--- src/rtl/cla_pkg.sv ---
// cla_pkg: q-pair bit indices and the generate/propagate combine shared by both lookahead levels
package cla_pkg;
    localparam int Q_G = 1;
    localparam int Q_P = 0;

    function automatic logic [1:0] q_combine(input logic [1:0] hi, input logic [1:0] lo);
        return {hi[Q_G] | (hi[Q_P] & lo[Q_G]), hi[Q_P] & lo[Q_P]};
    endfunction
endpackage

--- src/rtl/cla_group_qg.sv ---
// cla_group_qg: folds per-bit q pairs of one lookahead group into the group (G, P) pair
module cla_group_qg
    import cla_pkg::*;
#(
    parameter int GROUPSIZE = 8
) (
    input  logic [2*GROUPSIZE-1:0] q,
    output logic [1:0]             qg
);
    always_comb begin
        qg = q[1:0];
        for (int i = 1; i < GROUPSIZE; i++) qg = q_combine(q[2*i +: 2], qg);
    end
endmodule

--- src/rtl/pipelined_cla_adder.sv ---
// pipelined_cla_adder: two-stage carry-lookahead adder/subtractor with valid/ready flow control
module pipelined_cla_adder
    import cla_pkg::*;
#(
    parameter int WIDTH     = 32,
    parameter int GROUPSIZE = 8
) (
    input  logic             clk,
    input  logic             rst,
    input  logic             in_valid,
    output logic             in_ready,
    input  logic [WIDTH-1:0] a,
    input  logic [WIDTH-1:0] b,
    input  logic             cin,
    input  logic             sub,
    output logic             out_valid,
    input  logic             out_ready,
    output logic [WIDTH-1:0] sum,
    output logic             cout,
    output logic             ovf
);
    localparam int NGROUPS = WIDTH / GROUPSIZE;

    if ((GROUPSIZE != 1 && GROUPSIZE != 2 && GROUPSIZE != 4 && GROUPSIZE != 8 && GROUPSIZE != 16)
        || (WIDTH % GROUPSIZE != 0)) begin : g_bad_cfg
        $error("pipelined_cla_adder: GROUPSIZE must be 1,2,4,8,16 and divide WIDTH");
    end

    logic [WIDTH-1:0]     b_eff, sum_n;
    logic [2*WIDTH-1:0]   q_in, s1_q;
    logic [2*NGROUPS-1:0] qg_in, s1_qg;
    logic [NGROUPS-1:0]   c_grp;
    logic                 s1_cin, s1_valid, s2_valid, s1_load, s2_load;
    logic                 cr, c_msb, cout_n, ovf_n;

    assign s2_load   = s1_valid & (~s2_valid | out_ready);
    assign in_ready  = ~s1_valid | s2_load;
    assign s1_load   = in_valid & in_ready;
    assign out_valid = s2_valid;
    assign b_eff     = sub ? ~b : b;

    always_comb begin
        for (int i = 0; i < WIDTH; i++) begin
            q_in[2*i+Q_G] = a[i] & b_eff[i];
            q_in[2*i+Q_P] = a[i] ^ b_eff[i];
        end
    end

    for (genvar k = 0; k < NGROUPS; k++) begin : g_grp
        cla_group_qg #(.GROUPSIZE(GROUPSIZE)) u_qg (
            .q (q_in[2*GROUPSIZE*k +: 2*GROUPSIZE]),
            .qg(qg_in[2*k +: 2])
        );
    end

    // Group carries come from the lookahead chain; each group then ripples internally from its own c_grp.
    always_comb begin
        cr = s1_cin;
        for (int k = 0; k < NGROUPS; k++) begin
            c_grp[k] = cr;
            cr = s1_qg[2*k+Q_G] | (s1_qg[2*k+Q_P] & cr);
        end
        sum_n = '0;
        c_msb = 1'b0;
        for (int i = 0; i < WIDTH; i++) begin
            cr = (i % GROUPSIZE == 0) ? c_grp[i/GROUPSIZE] : cr;
            sum_n[i] = s1_q[2*i+Q_P] ^ cr;
            c_msb = (i == WIDTH-1) ? cr : c_msb;
            cr = s1_q[2*i+Q_G] | (s1_q[2*i+Q_P] & cr);
        end
        cout_n = cr;
        ovf_n  = cr ^ c_msb;
    end

    always_ff @(posedge clk or posedge rst) begin
        if (rst) begin
            s1_valid <= 1'b0;
            s2_valid <= 1'b0;
            s1_q     <= '0;
            s1_qg    <= '0;
            s1_cin   <= 1'b0;
            sum      <= '0;
            cout     <= 1'b0;
            ovf      <= 1'b0;
        end else begin
            s1_valid <= s1_load | (s1_valid & ~s2_load);
            s2_valid <= s2_load | (s2_valid & ~out_ready);
            if (s1_load) begin
                s1_q   <= q_in;
                s1_qg  <= qg_in;
                s1_cin <= sub ? ~cin : cin;
            end
            if (s2_load) begin
                sum  <= sum_n;
                cout <= cout_n;
                ovf  <= ovf_n;
            end
        end
    end
endmodule

--- config.mk ---
export PLATFORM = sky130hd
export DESIGN_NAME = pipelined_cla_adder
export DESIGN_NICKNAME = d
export VERILOG_FILES = /design/src/rtl/cla_pkg.sv /design/src/rtl/cla_group_qg.sv /design/src/rtl/pipelined_cla_adder.sv
export SDC_FILE = /design/constraint.sdc
export NUM_CORES = 1
export LEC_CHECK = 0
export CAP_MARGIN = 20
export CORE_UTILIZATION = 30
export DETAILED_ROUTE_END_ITERATION = 16
export GPL_TIMING_DRIVEN = 0
export MAX_ROUTING_LAYER = met4
export PLACE_DENSITY = 0.57
export SLEW_MARGIN = 25
export SYNTH_ARGS = -nofsm -noshare
export SYNTH_HDL_FRONTEND = slang
export SYNTH_HIERARCHICAL = 1
export SYNTH_SLANG_ARGS = --single-unit
--- constraint.sdc ---
create_clock -name clk -period 4.7 [get_ports clk]
set_clock_uncertainty 0.2 [all_clocks]
set_input_delay 0.47 -clock clk [delete_from_list [all_inputs] [get_ports clk]]
set_output_delay 0.47 -clock clk [all_outputs]
set_load 0.1 [all_outputs]
Yosys cells after proc, flatten, opt, wreduce, memory -nomap -nowiden
Cells that the tools add are included.

operators by class
  multiplexer cells = 2
  bitwise gates (word level) = 238

operators with widths
  cell                number
  1-bit bitwise AND   110
  1-bit XOR           65
  1-bit OR            57
  32-bit two-way mux  1
  32-bit NOT          1
  1-bit NOT           5
  1-bit two-way mux   1

storage, ports and cells
  bits in registers = 107
  word-level logic and storage cells = 248

Depth between registers and ports, before layout
  depth in word-level cells = 23
  depth in mapped cells = 21
  depth with buffers taken out = 21

By module
The synthesis kept the hierarchy.

by module, submodules not included
  module               times used  cells an instance  area an instance (um^2)
  pipelined_cla_adder  1           358                5,273.8
  cla_group_qg         3           11                 67.6

Least setup slack after synthesis
No wires, ideal clock.

  path kind = reg-to-reg
  from = register s1_cin
  to = register ovf
  setup time = 126 ps
  arrival = 4,559 ps
  required time = 4,374 ps
  setup slack = -184 ps
  stages on the path, launching flop included = 22
  period minus slack after synthesis = 4,884 ps
  path through = dfrtp_1 a21o_1 a21o_1 a21o_1 ha_1 or2_2 ha_1 or2_2 ha_1 or2_2 ha_1 or2_2 ha_1 or2_2 ha_1 or2_2 ha_1 or2_2 ha_1 nor2_1 xnor2_1 mux2_2

on the way
  longest elaborated chain between the ends = 23

RTL lines
  element                 RTL line                   text
  from (decl)             pipelined_cla_adder.sv:33  logic s1_cin, s1_valid, s2_valid, s1_load, s2_load;
  from (signal assigned)  pipelined_cla_adder.sv:91  s1_cin <= sub ? ~cin : cin;
  1-bit bitwise AND (*)   pipelined_cla_adder.sv:61  cr = s1_qg[2*k+Q_G] | (s1_qg[2*k+Q_P] & cr);
  1-bit OR (*)            pipelined_cla_adder.sv:61
  1-bit bitwise AND (*)   pipelined_cla_adder.sv:61
  1-bit OR (*)            pipelined_cla_adder.sv:61
  1-bit bitwise AND (*)   pipelined_cla_adder.sv:61
  1-bit OR (*)            pipelined_cla_adder.sv:61
  1-bit bitwise AND (*)   pipelined_cla_adder.sv:69  cr = s1_q[2*i+Q_G] | (s1_q[2*i+Q_P] & cr);
  1-bit OR (*)            pipelined_cla_adder.sv:69
  [... 7 more ...]        n/a
  1-bit OR (*)            pipelined_cla_adder.sv:69
  1-bit bitwise AND (*)   pipelined_cla_adder.sv:69
  1-bit OR (*)            pipelined_cla_adder.sv:69
  1-bit bitwise AND (*)   pipelined_cla_adder.sv:69
  1-bit OR (*)            pipelined_cla_adder.sv:69
  1-bit bitwise AND       pipelined_cla_adder.sv:69
  1-bit OR                pipelined_cla_adder.sv:69
  1-bit XOR (*)           pipelined_cla_adder.sv:72  ovf_n = cr ^ c_msb;
  to (signal assigned)    pipelined_cla_adder.sv:96  ovf <= ovf_n;
  to (decl)               pipelined_cla_adder.sv:20  output logic ovf

Every way passes the cells marked *; elsewhere a longest branch is shown, timed or not.
A chain may end at the register's enable or synchronous reset.

Final worst setup path
  from = register s1_qg[0]
  to = register ovf

on the way
  longest elaborated chain between the ends = 23

RTL lines
  element                 RTL line                   text
  from (decl)             pipelined_cla_adder.sv:31  logic [2*NGROUPS-1:0] qg_in, s1_qg;
  from (signal assigned)  pipelined_cla_adder.sv:90  s1_qg <= qg_in;
  1-bit bitwise AND (*)   pipelined_cla_adder.sv:61
  1-bit OR (*)            pipelined_cla_adder.sv:61
  1-bit bitwise AND (*)   pipelined_cla_adder.sv:61
  1-bit OR (*)            pipelined_cla_adder.sv:61
  1-bit bitwise AND (*)   pipelined_cla_adder.sv:61
  1-bit OR (*)            pipelined_cla_adder.sv:61
  1-bit bitwise AND (*)   pipelined_cla_adder.sv:69
  1-bit OR (*)            pipelined_cla_adder.sv:69
  [... 7 more ...]        n/a
  1-bit OR (*)            pipelined_cla_adder.sv:69
  1-bit bitwise AND (*)   pipelined_cla_adder.sv:69
  1-bit OR (*)            pipelined_cla_adder.sv:69
  1-bit bitwise AND (*)   pipelined_cla_adder.sv:69
  1-bit OR (*)            pipelined_cla_adder.sv:69
  1-bit bitwise AND       pipelined_cla_adder.sv:69
  1-bit OR                pipelined_cla_adder.sv:69
  1-bit XOR (*)           pipelined_cla_adder.sv:72

Marked as above.

==> flow_metrics.py <==
metrics = {
    "timing": {
        "hold_viol": 0,
        "final.setup.tns_ns": 0,
        "rsz0062_at_grt": "yes",
        "fin_ws_ns": 0.152,
        "max_freq_mhz": 220,
        "holdWs_ns": 0.302,
        "relSlewSlack_pct": 31.6,
        "finalSetupViolCount": 0,
        "tightest_slew_ns": 1.02,
        "finalMaxSlewViolations": 0,
        "fin_crit_ns": 4.55,
        "min_period_over_period_pct": 96.8,
    },
    "synthesis": {
        "synth_area_leaders": "dfrtp_1 (48%), mux2_2 (17%), ha_1 (14%), mux2_4 (5.5%), xor2_1 (5.3%)",
        "netlist_area_um2": 5480,
        "synth_ff_type": "dfrtp_1",
        "yosysWarningCount": 6,
        "synth-seq-cells": 104,
        "synthesis.instances": 391,
        "synth_common_cells": "dfrtp_1 (104), mux2_2 (81), ha_1 (61), xor2_1 (33), or2_2 (25)",
        "yosysTopAreaCell": "dfrtp_1",
        "seq_area_frac_synth_pct": 47.5,
        "async_reset_ff_share_pct": 100,
        "synth.distinct_cells": 27,
        "synth_most_common_cell": "dfrtp_1",
        "syn_nets": 522,
        "synth_edf_count": 0,
        "syn_avg_cell_area_um2": 14.0,
        "synth.top_cell.area_share_pct": 47.5,
    },
    "run": {
        "max_cap_viol_count": 0,
    },
    "place": {
        "hpwlAfterDp_um": 9110,
        "globalplace.congestion": 0.805,
        "place_inst": 725,
        "dp_slack_ns": -0.326,
        "postPlaceCellArea_um2": 6860,
        "io_buffers": 104,
    },
    "die": {
        "rows": 49,
        "boundaryPins": 106,
        "start_util_pct": 30.6,
        "core_area_um2": 17900,
        "dieHeight_um": 137,
        "die_w_um": 137,
        "dieArea_um2": 18800,
    },
    "critical_path": {
        "cp_max_fo": 2,
        "crit_path_top_delay_cell": "dfrtp_1",
        "crit_top_cell": "or2_4",
        "worstPathArrival_ns": 4.59,
        "path_class": "reg2reg",
        "max_stage_delay_ns": 0.37,
        "cp-end-kind": "flip-flop",
        "start_kind": "flip-flop",
        "path_cells": "a21o_1, a21o_1, a21o_1, ha_2, or2_4, ha_2, or2_4, ha_4, or2_4, ha_2, or2_4, ha_4, or2_4, ha_4, or2_4, ha_4, or2_4, ha_4, nor2_4, xnor2_1, mux2_2",
        "crit_required_ns": 4.74,
    },
    "power_and_ir_drop": {
        "switching_share_pct": 45.0,
        "switching_power_mw": 1.99,
        "intPower_mw": 2.43,
        "irDropWorstVdd_mv": 0.391,
        "seq_power_share_pct": 29.7,
        "power_density_nw_per_um2": 605,
        "power_frac_clock_pct": 19.2,
        "power_mw": 4.41,
        "p_leak_nw": 3.30,
        "p_comb_share_pct": 51.0,
    },
    "drt": {
        "drc": 0,
        "vias": 3355,
        "drt-initial-drc-count": 109,
        "viasPerCell": 4.51,
        "ant_nets": 0,
        "first_pass_iters": 4,
        "drt_wl_total_um": 12000,
        "wl_per_cell_um": 16.2,
    },
    "hold_path": {
        "hold_class": "reg2reg",
    },
    "layout": {
        "multi_input_area_um2": 2830,
        "drive_above_1_share_pct": 33.8,
        "final_nets": 642,
        "fillers": 1686,
        "register_area_um2": 2600,
        "finalNonFillerCells": 744,
        "stdcell_area_um2": 7300,
        "finish.utilization_pct": 40.8,
        "diodes": 0,
        "areaGrowthSynthToFinish_pct": 33.2,
    },
    "global_routing": {
        "grt_pass1_vias": 3703,
        "grt_overflow": 0,
        "antenna_found_initial": 0,
        "grt_use_total_pct": 14.3,
        "grt_pass1_wl_um": 19200,
        "grt_max_degree": 54,
    },
    "clocking": {
        "cts_buffer_depth": 2,
        "clk_pin_slew_ns": 0.07,
        "htree_num_levels": 3,
        "clock_sinks": 104,
        "cts_tree": "built",
        "cts_hold_buf": 0,
        "root_buffer": "clkbuf_16",
        "worstSkewPairLatency_ns": 0.35,
        "numCtsBuffers": 9,
    },
    "run_status": {
        "outcome": "completed",
    },
}
power groups by stage:
stage	Sequential, mW	Combinational, mW	Clock, mW
6_report	1.31	2.25	0.849
4_1_cts	1.31	2.27	0.880
5_1_grt	1.35	2.38	0.918
2_1_floorplan	2.38	0.589	0
3_5_place_dp	1.33	2.23	0
3_3_place_gp	1.31	2.21	0
timing repair:
| item | 4_1_cts | 5_1_grt |
|---|---|---|
| endpoints found under the hold margin | 0 | 0 |
| setup endpoints to repair | 3 | 1 |
| pin swaps | 6 | 7 |
| resized for setup | 12 | 4 |
| buffers inserted | 4 | 0 |
logic make-up (layout without fill, tap and decap cells):
family,after synthesis,count (layout),synth area share (%)
buffers and inverters,18,142,2.51
multiplexers,101,101,22.1
XOR/XNOR,37,37,5.92
adder cells (fa/ha/maj),61,61,13.9
AO/OA/AOI/OAI,23,23,3.08
AND/OR/NAND/NOR,47,47,4.89
flip-flops,104,104,47.5
flip-flops by register name, indices dropped and copies added, names as in the netlist:
name and flops:
cout 1, s1_valid 1, s1_qg 6, sum 32, ovf 1, s1_cin 1
out_valid 1, s1_q 61
metal layers:
metal / vias to the layer above / part of all wire (%) / global-route usage, %
li1: 1622 / - / -
met1: 1649 / 46 / 17.6
met2: 71 / 47 / 22.3
met3: 13 / 5.1 / 2.85
met4: 0 / 1.7 / 6.72
met5: - / 0 / -
cell usage in the layout (no fill, tap or decap), drive strengths merged:
master           n
a221o            3
nand3b           1
ha              61
inv              4
dfrtp          104
nor2             4
xnor2            4
mux2           101
nand2            8
or2             25
clkdlybuf4s50  104
nor3             3
nand2b           3
o21ai            6
nand4            3
clkinv           3
a31oi            1
bufinv           3
buf             18
clkbuf          10
a2111oi          3
xor2            33
a21oi            7
a21o             3
worst paths after layout:
path | to | startpoint | slack (ns) | cells after the start
setup / recovery | ovf | s1_qg[0] | 0.15 | 21
setup reg to reg | ovf | s1_qg[0] | 0.15 | 21
hold reg to reg | s1_q[11] | s1_q[11] | 0.30 | 1
hold / removal | s1_q[11] | s1_q[11] | 0.30 | 1
min in group asynchronous | sum[7] | rst | 0.33 | 2
max in group asynchronous | s1_q[49] | rst | 3.34 | 3
critical path: cells and delay by family, from the launching register on:
kind / cells / cell delay [ns]
AND/OR/NAND/NOR: 8 / 1.71
multiplexers: 1 / 0.25
XOR/XNOR: 1 / 0.08
flip-flops: 1 / 0.37
adder cells (fa/ha/maj): 8 / 1.25
AO/OA/AOI/OAI: 3 / 0.57
layout make-up:
| type | instances | share of cell area (%) |
|---|---|---|
| multi-input combinational | 269 | 38.8 |
| tap | 229 | 3.93 |
| clock buffer | 9 | 3.09 |
| inverter | 4 | 0.274 |
| sequential | 104 | 35.7 |
| buffer | 14 | 1.68 |
| timing repair buffer | 109 | 15.1 |
| clock inverter | 6 | 1.49 |
(Power assumes the default switching activity.)
